File: config.mk
export PLATFORM = sky130hd
export DESIGN_NAME = i2s_audio_rx
export DESIGN_NICKNAME = d
export VERILOG_FILES = /design/src/rtl/i2s_audio_rx.sv
export SDC_FILE = /design/constraint.sdc
export NUM_CORES = 1
export LEC_CHECK = 0
export BUFFER_PORTS_ARGS = -buffer_cell sky130_fd_sc_hd__buf_2
export CAP_MARGIN = 20
export CORE_ASPECT_RATIO = 1.5
export CORE_MARGIN = 3
export CORE_UTILIZATION = 52
export DETAILED_ROUTE_END_ITERATION = 8
export GPL_ROUTABILITY_DRIVEN = 0
export PLACE_DENSITY = 0.73
export SYNTH_ARGS = -nofsm -noshare
export SYNTH_HDL_FRONTEND = slang
export SYNTH_SLANG_ARGS = --single-unit
File: constraint.sdc
create_clock -name clk -period 1.73 [get_ports clk]
set_input_delay 0.4325 -clock clk [delete_from_list [all_inputs] [get_ports clk]]
set_output_delay 0.4325 -clock clk [all_outputs]
set_load 0.05 [all_outputs]
File: src/rtl/i2s_audio_rx.sv
// I2S receiver: oversamples bclk/lrclk/sdata in the clk domain and emits coherent
// left/right PCM pairs, with short-slot and bclk-stall detection.
module i2s_audio_rx #(
    parameter int audio_bits   = 16,
    parameter int timeout_bits = 12
) (
    input  logic                  clk,
    input  logic                  reset_n,
    input  logic                  bclk,
    input  logic                  lrclk,
    input  logic                  sdata,
    output logic [audio_bits-1:0] pcm_l,
    output logic [audio_bits-1:0] pcm_r,
    output logic                  pcm_valid,
    output logic                  frame_err,
    output logic                  locked
);
    localparam int CW = $clog2(audio_bits + 1);
    localparam logic [CW-1:0]           CNT_FULL = CW'(audio_bits);
    localparam logic [timeout_bits-1:0] WD_MAX   = '1;
    localparam logic [timeout_bits-1:0] WD_PRE   = {{(timeout_bits-1){1'b1}}, 1'b0};

    // bit 0 = bclk, bit 1 = lrclk, bit 2 = sdata
    logic [2:0]              r_sync1;
    logic [2:0]              r_sync2;
    logic                    r_bclk_prev;
    logic                    r_lr_prev;
    logic [CW-1:0]           r_cnt;
    logic [audio_bits-1:0]   r_sr;
    logic [audio_bits-1:0]   r_hold_l;
    logic                    r_left_fresh;
    logic                    r_locked;
    logic [timeout_bits-1:0] r_wd;
    logic [audio_bits-1:0]   r_pcm_l;
    logic [audio_bits-1:0]   r_pcm_r;
    logic                    r_pcm_valid;
    logic                    r_frame_err;

    logic                  w_edge;
    logic                  w_lr;
    logic                  w_sd;
    logic                  w_shift_en;
    logic                  w_boundary;
    logic                  w_full;
    logic [CW-1:0]         w_cnt_inc;
    logic [audio_bits-1:0] w_sr_shift;

    always_comb begin
        w_edge     = r_sync2[0] & ~r_bclk_prev;
        w_lr       = r_sync2[1];
        w_sd       = r_sync2[2];
        w_shift_en = (r_cnt < CNT_FULL);
        w_sr_shift = w_shift_en ? {r_sr[audio_bits-2:0], w_sd} : r_sr;
        w_cnt_inc  = w_shift_en ? (r_cnt + CW'(1)) : r_cnt;
        w_boundary = w_edge & (w_lr != r_lr_prev);
        // Full-word test uses the count after the boundary bit has been shifted in.
        w_full     = (w_cnt_inc == CNT_FULL);
    end

    always_ff @(posedge clk) begin
        if (!reset_n) begin
            r_sync1      <= '0;
            r_sync2      <= '0;
            r_bclk_prev  <= 1'b0;
            r_lr_prev    <= 1'b0;
            r_cnt        <= CNT_FULL;
            r_sr         <= '0;
            r_hold_l     <= '0;
            r_left_fresh <= 1'b0;
            r_locked     <= 1'b0;
            r_wd         <= '0;
            r_pcm_l      <= '0;
            r_pcm_r      <= '0;
            r_pcm_valid  <= 1'b0;
            r_frame_err  <= 1'b0;
        end else begin
            r_sync1     <= {sdata, lrclk, bclk};
            r_sync2     <= r_sync1;
            r_bclk_prev <= r_sync2[0];
            r_pcm_valid <= 1'b0;
            r_frame_err <= 1'b0;
            if (w_edge) begin
                r_wd  <= '0;
                r_sr  <= w_sr_shift;
                r_cnt <= w_cnt_inc;
                if (w_boundary) begin
                    r_cnt     <= '0;
                    r_lr_prev <= w_lr;
                    if (!r_locked) begin
                        // The word closed at the locking boundary is partial by definition.
                        r_locked <= 1'b1;
                    end else if (!w_full) begin
                        r_frame_err  <= 1'b1;
                        r_left_fresh <= 1'b0;
                    end else if (!r_lr_prev) begin
                        r_hold_l     <= w_sr_shift;
                        r_left_fresh <= 1'b1;
                    end else if (r_left_fresh) begin
                        r_pcm_l      <= r_hold_l;
                        r_pcm_r      <= w_sr_shift;
                        r_pcm_valid  <= 1'b1;
                        r_left_fresh <= 1'b0;
                    end
                end
            end else if (r_wd != WD_MAX) begin
                r_wd <= r_wd + timeout_bits'(1);
                if (r_wd == WD_PRE && r_locked) begin
                    r_locked     <= 1'b0;
                    r_left_fresh <= 1'b0;
                    r_frame_err  <= 1'b1;
                end
            end
        end
    end

    assign pcm_l     = r_pcm_l;
    assign pcm_r     = r_pcm_r;
    assign pcm_valid = r_pcm_valid;
    assign frame_err = r_frame_err;
    assign locked    = r_locked;
endmodule

# == After elaboration in Yosys (flattened, before gate mapping) ==
# Cells that the tools add are included.
# classes
addsub,2
order_cmp,1
eq_ne,6
mux,19
n_bitwise,5
reduce_logical,10
# op_table
cell,count
1-bit 2-to-1 mux,16
16-bit 2-to-1 mux,1
"12-bit by 1-bit adder with 12-bit output, second input constant",1
"12-bit == test, second input constant",1
"12-bit != test, second input constant",1
6-bit AND reduction,2
5-bit 2-to-1 mux,2
"5-bit by 1-bit adder with 5-bit output, second input constant",1
"5-bit == test, second input constant",1
"5-bit < comparator, second input constant",1
5-bit AND reduction,1
4-bit AND reduction,1
2-bit nonzero test,2
1-bit inverter,3
3-bit AND reduction,1
1-bit AND,2
"2-bit by 1-bit != test with 1-bit output, second input constant",1
"2-bit != test, second input constant",1
2-bit AND reduction,1
2-bit OR reduction,1
1-bit logical AND,1
1-bit != test,1
# totals
regBits,93
word_cells,57

# == Longest topological paths before layout ==
# logic_depth
word_depth,7
ltp_mapped,8
ltp_nobuf,6

# == Worst setup path after synthesis ==
# Ideal clock, no wire load.
# synth_timing
path_type,register to register
startpoint,reg r_cnt[0]
endpoint,"reg r_pcm_l[10], in the netlist pcm_l[10]"
setup_ns,0.128
t_arrival_ns,1.760
setup_slack_ns,-0.158
stages_incl_launch_ff,9
path_buffers,2
cell_sequence,dfxtp_1 ha_1 nand3b_1 o32ai_1 and4bb_4 buf_12 buf_12 mux2i_1 nor2_1
# synth_between
elab_chain_len,4
elab_cells_between_ends,5
cone_classes,1 x add/sub; 1 x order compare; 1 x eq/ne; 1 x mux; 1 x reduce/logical
# synth_lines
item,line_no,rtl
start: declaration,28,logic [CW-1:0] r_cnt;
start signal: assignment,85,r_cnt <= w_cnt_inc;
5-bit by 1-bit adder with 5-bit output / 5-bit < comparator (equally long branches),"54, 52",
5-bit 2-to-1 mux (*),54,w_cnt_inc = w_shift_en ? (r_cnt + CW'(1)) : r_cnt;
5-bit == test (*),57,w_full = (w_cnt_inc == CNT_FULL);
6-bit AND reduction (no source line) (*),n/a,
end signal: assignment,99,r_pcm_l <= r_hold_l;
end: declaration,34,logic [audio_bits-1:0] r_pcm_l;
# Every way passes the cells marked *; elsewhere a longest branch is shown, timed or not.
# A chain may end at the register's enable or synchronous reset.

# == Worst setup path in the final report ==
# layout_timing
startpoint,reg r_cnt[3]
endpoint,"reg r_pcm_r[12], in the netlist pcm_r[12]"
# layout_between
elab_chain_len,4
elab_cells_between_ends,6
cone_classes,1 x add/sub; 1 x order compare; 1 x eq/ne; 2 x mux; 1 x reduce/logical
# layout_lines
item,line_no,rtl
5-bit by 1-bit adder with 5-bit output / 5-bit < comparator (equally long branches),"54, 52",
5-bit 2-to-1 mux,54,
5-bit == test,57,
6-bit AND reduction (no source line),n/a,
end signal: assignment,100,r_pcm_r <= w_sr_shift;
end: declaration,35,logic [audio_bits-1:0] r_pcm_r;
# Parallel ways exist; a longest one is shown, timed or not.

==> flow_summary.ini <==
[critical_path]
worstPathCellList = and3b_1 -> o32ai_2 -> and4bb_4 -> buf_12 -> buf_16 -> nor2_2 -> a211oi_1
cp_max_fo = 6
start_kind = flop
end_kind = flop
slowest_stage = dfxtp_1
arrival_ns = 2.14
critPathMaxStageDelay_ns = 0.43
criticalPathCategory = flop to flop
r2r_setup_slack_ns = -0.13
required_ns = 2.00

[timing]
setup_viol = 32
fin_crit_sh_pct = 108
min_period_ns = 1.86
tightest_slew_ns = 0.582
worst_slack_ns = -0.135
setup_tns_ns = -2.88
timing.fmax_mhz = 536
rsz0062_at_grt = yes
slew_violations = 0
hold_viol_final = 0
skew_ns = 0.00704
slew_headroom_pct = 61.2

[clocking]
clkTransAtPathRegs_ns = 0.09
cts_max_level = 3
clockBufferDepth = 2
cts_tree = built
insertion_delay_ns = 0.36
numClockSinks = 93
numCtsBuffers = 9
cts_hold_buf = 0
cts_root_buf = clkbuf_8

[final_layout]
final_cell_area_um2 = 4710
fin_nets = 466
finalNonFillerCells = 540
layout-drive-gt1-share_pct = 33.1
antenna_cells = 0
area_delta_synth_final_pct = 26.2

[detailed_routing]
drt_iter0_markers = 130
routed_wl_um = 8890
antenna_left = 0
detailedRoute.firstPassIterationCount = 4
via_per_inst = 5.70
wl_per_cell_um = 16.5
drc = 0
vias = 3079

[placed_design]
dpl_cell_area_um2 = 4160
hpwl_um = 5400
dp.cells = 513
io_buffers = 39

[global_route]
antenna_found_initial = 0
grt-ovfl-total = 0
groute.usage.overall_pct = 20.7
grt_pass1_wl_um = 13100
grt_pass1_vias = 2883
grt_max_degree = 52

[synth]
synthesis.area_um2 = 3730
synth_seq_area_share_pct = 49.9
ys_async_sr_fraction_pct = 0
syn_inst = 389
ys_seq_elements = 93
synthFlopType = dfxtp_1
yosys.area.top_type_share_pct = 49.9
yosysTopAreaCell = dfxtp_1
synth.distinct_cells = 44
synth_edf_count = 0
synth_warnings = 0
synth_nets = 397
avgSynthCellArea_um2 = 9.59
yosys-top-cells-area = dfxtp_1 50%, mux2i_1 8.6%, nor2_1 5.8%

[outcome]
violations = negative setup slack
status = finished, violations left

[die]
die_y_um = 110
start_util_pct = 54.1
fp.dieArea_um2 = 8250
io_pins = 40
core_area_um2 = 6900
num_rows = 37
die_w_um = 75.2

[job]
cap_violations = 0

[min_path]
hold_path.class = input port to flop

[power]
peakVddDrop_uv = 495
powerDensity_nw_per_um2 = 751
p_leak_uw = 0.00203
finalPower_uw = 3540
-- cells in the final DEF (no fill, tap or decap), types with 3 or more instances in the layout --
cell type,netlist,routed
nand2_2,0,8
xnor2_1,6,6
a211oi_2,10,10
o21ai_1,0,8
nor3_1,5,5
buf_4,2,29
clkbuf_8,0,10
o21ai_0,23,7
nand4_1,5,5
nand3b_1,5,5
a211oi_1,7,7
o21ai_2,0,8
nand3_1,6,5
nor2_1,58,48
nand2_4,0,6
inv_1,4,4
a31oi_1,3,3
and2_1,7,7
nand2_1,43,29
clkbuf_16,0,4
buf_12,2,3
a22o_1,17,17
nor2_2,0,10
a21oi_1,6,6
buf_2,5,39
dfxtp_1,93,90
mux2i_1,32,32
-- final timing paths --
kind                   start         end  cells past startpoint
setup / recovery    r_cnt[3]   pcm_r[12]                      7
hold / removal         lrclk  r_sync1[1]                      2
setup reg to reg    r_cnt[3]   pcm_r[12]                      7
hold reg to reg   r_sync1[2]  r_sync2[2]                      1
-- sequential cells by signal, indices dropped and copies added, names as in the netlist, 3 cells and up --
register  cells
r_hold_l     16
pcm_r        16
r_wd         12
r_sr         16
r_cnt         5
pcm_l        16
r_sync1       3
r_sync2       3
-- final cells by class --
| type | count | area [µm²] |
|---|---|---|
| flip-flops and latches | 93 | 1870 |
| inverters | 5 | 18.8 |
| multi-input cells | 268 | 1880 |
| well taps | 78 | 97.6 |
| repair buffers | 81 | 681 |
| clock inverters | 4 | 25.0 |
| clock buffers | 11 | 141 |
| fillers | 535 | 2190 |
-- what timing repair did --
item,4_1_cts,5_1_grt
hold endpoints to repair,0,0
setup endpoints to repair,47,51
gates resized for setup,7,61
setup buffers,3,2
gates cloned,2,5
pin swaps,2,20
-- cells in the mapped netlist (6+ instances only) --
library cell,n
mux2i_1,32
o21ai_0,23
a211oi_2,10
nand3_1,6
dfxtp_1,93
xnor2_1,6
and2_1,7
nor2_1,58
a21oi_1,6
clkbuf_1,13
nand2_1,43
a22o_1,17
a211oi_1,7
-- where the power goes --
group          internal, µW  switching, µW
clock                   549            721
combinational          36.0           71.6
sequential             2150           10.2
total                  2730            803
-- through the flow --
step / utilization (%) / hold slack (ns) / worst slack [ns]
final: 68.3 / 0.275 / -0.135
after global placement: 60.3 / 0.422 / -0.0578
after global routing: 68.3 / 0.267 / -0.220
after floorplan: - / 0.412 / -0.0715
after detailed placement: 60.3 / 0.421 / -0.104
after CTS: 64.3 / 0.265 / -0.103
-- cells by family (layout without fill, tap and decap cells) --
group / after synthesis / in the layout / share of synthesized area, %
adder cells (fa/ha/maj): 3 / 3 / 1.01
AO/OA/AOI/OAI: 76 / 76 / 15.6
buffers and inverters: 28 / 101 / 4.36
AND/OR/NAND/NOR: 147 / 147 / 18.1
XOR/XNOR: 8 / 8 / 1.88
flip-flops: 93 / 93 / 49.9
multiplexers: 34 / 34 / 9.19
-- layer usage --
metal  vias to the layer above  share of wire (%)  wire length, µm  global-route usage, %
met3                        25                3.6              316                   3.48
met5                         -                  0                0                      0
met1                      1478                 41             3640                   23.8
met2                        74                 52             4640                   36.0
met4                         0                3.2              288                   10.4
li1                       1502                  -                -                      -
-- worst max-delay path: cells and delay by family (launching register included) --
family                 cells  cell delay [ns]
buffers and inverters      2             0.27
flip-flops                 1             0.43
AND/OR/NAND/NOR            3             0.62
AO/OA/AOI/OAI              2             0.46
Power figures use the tool's default switching activity.
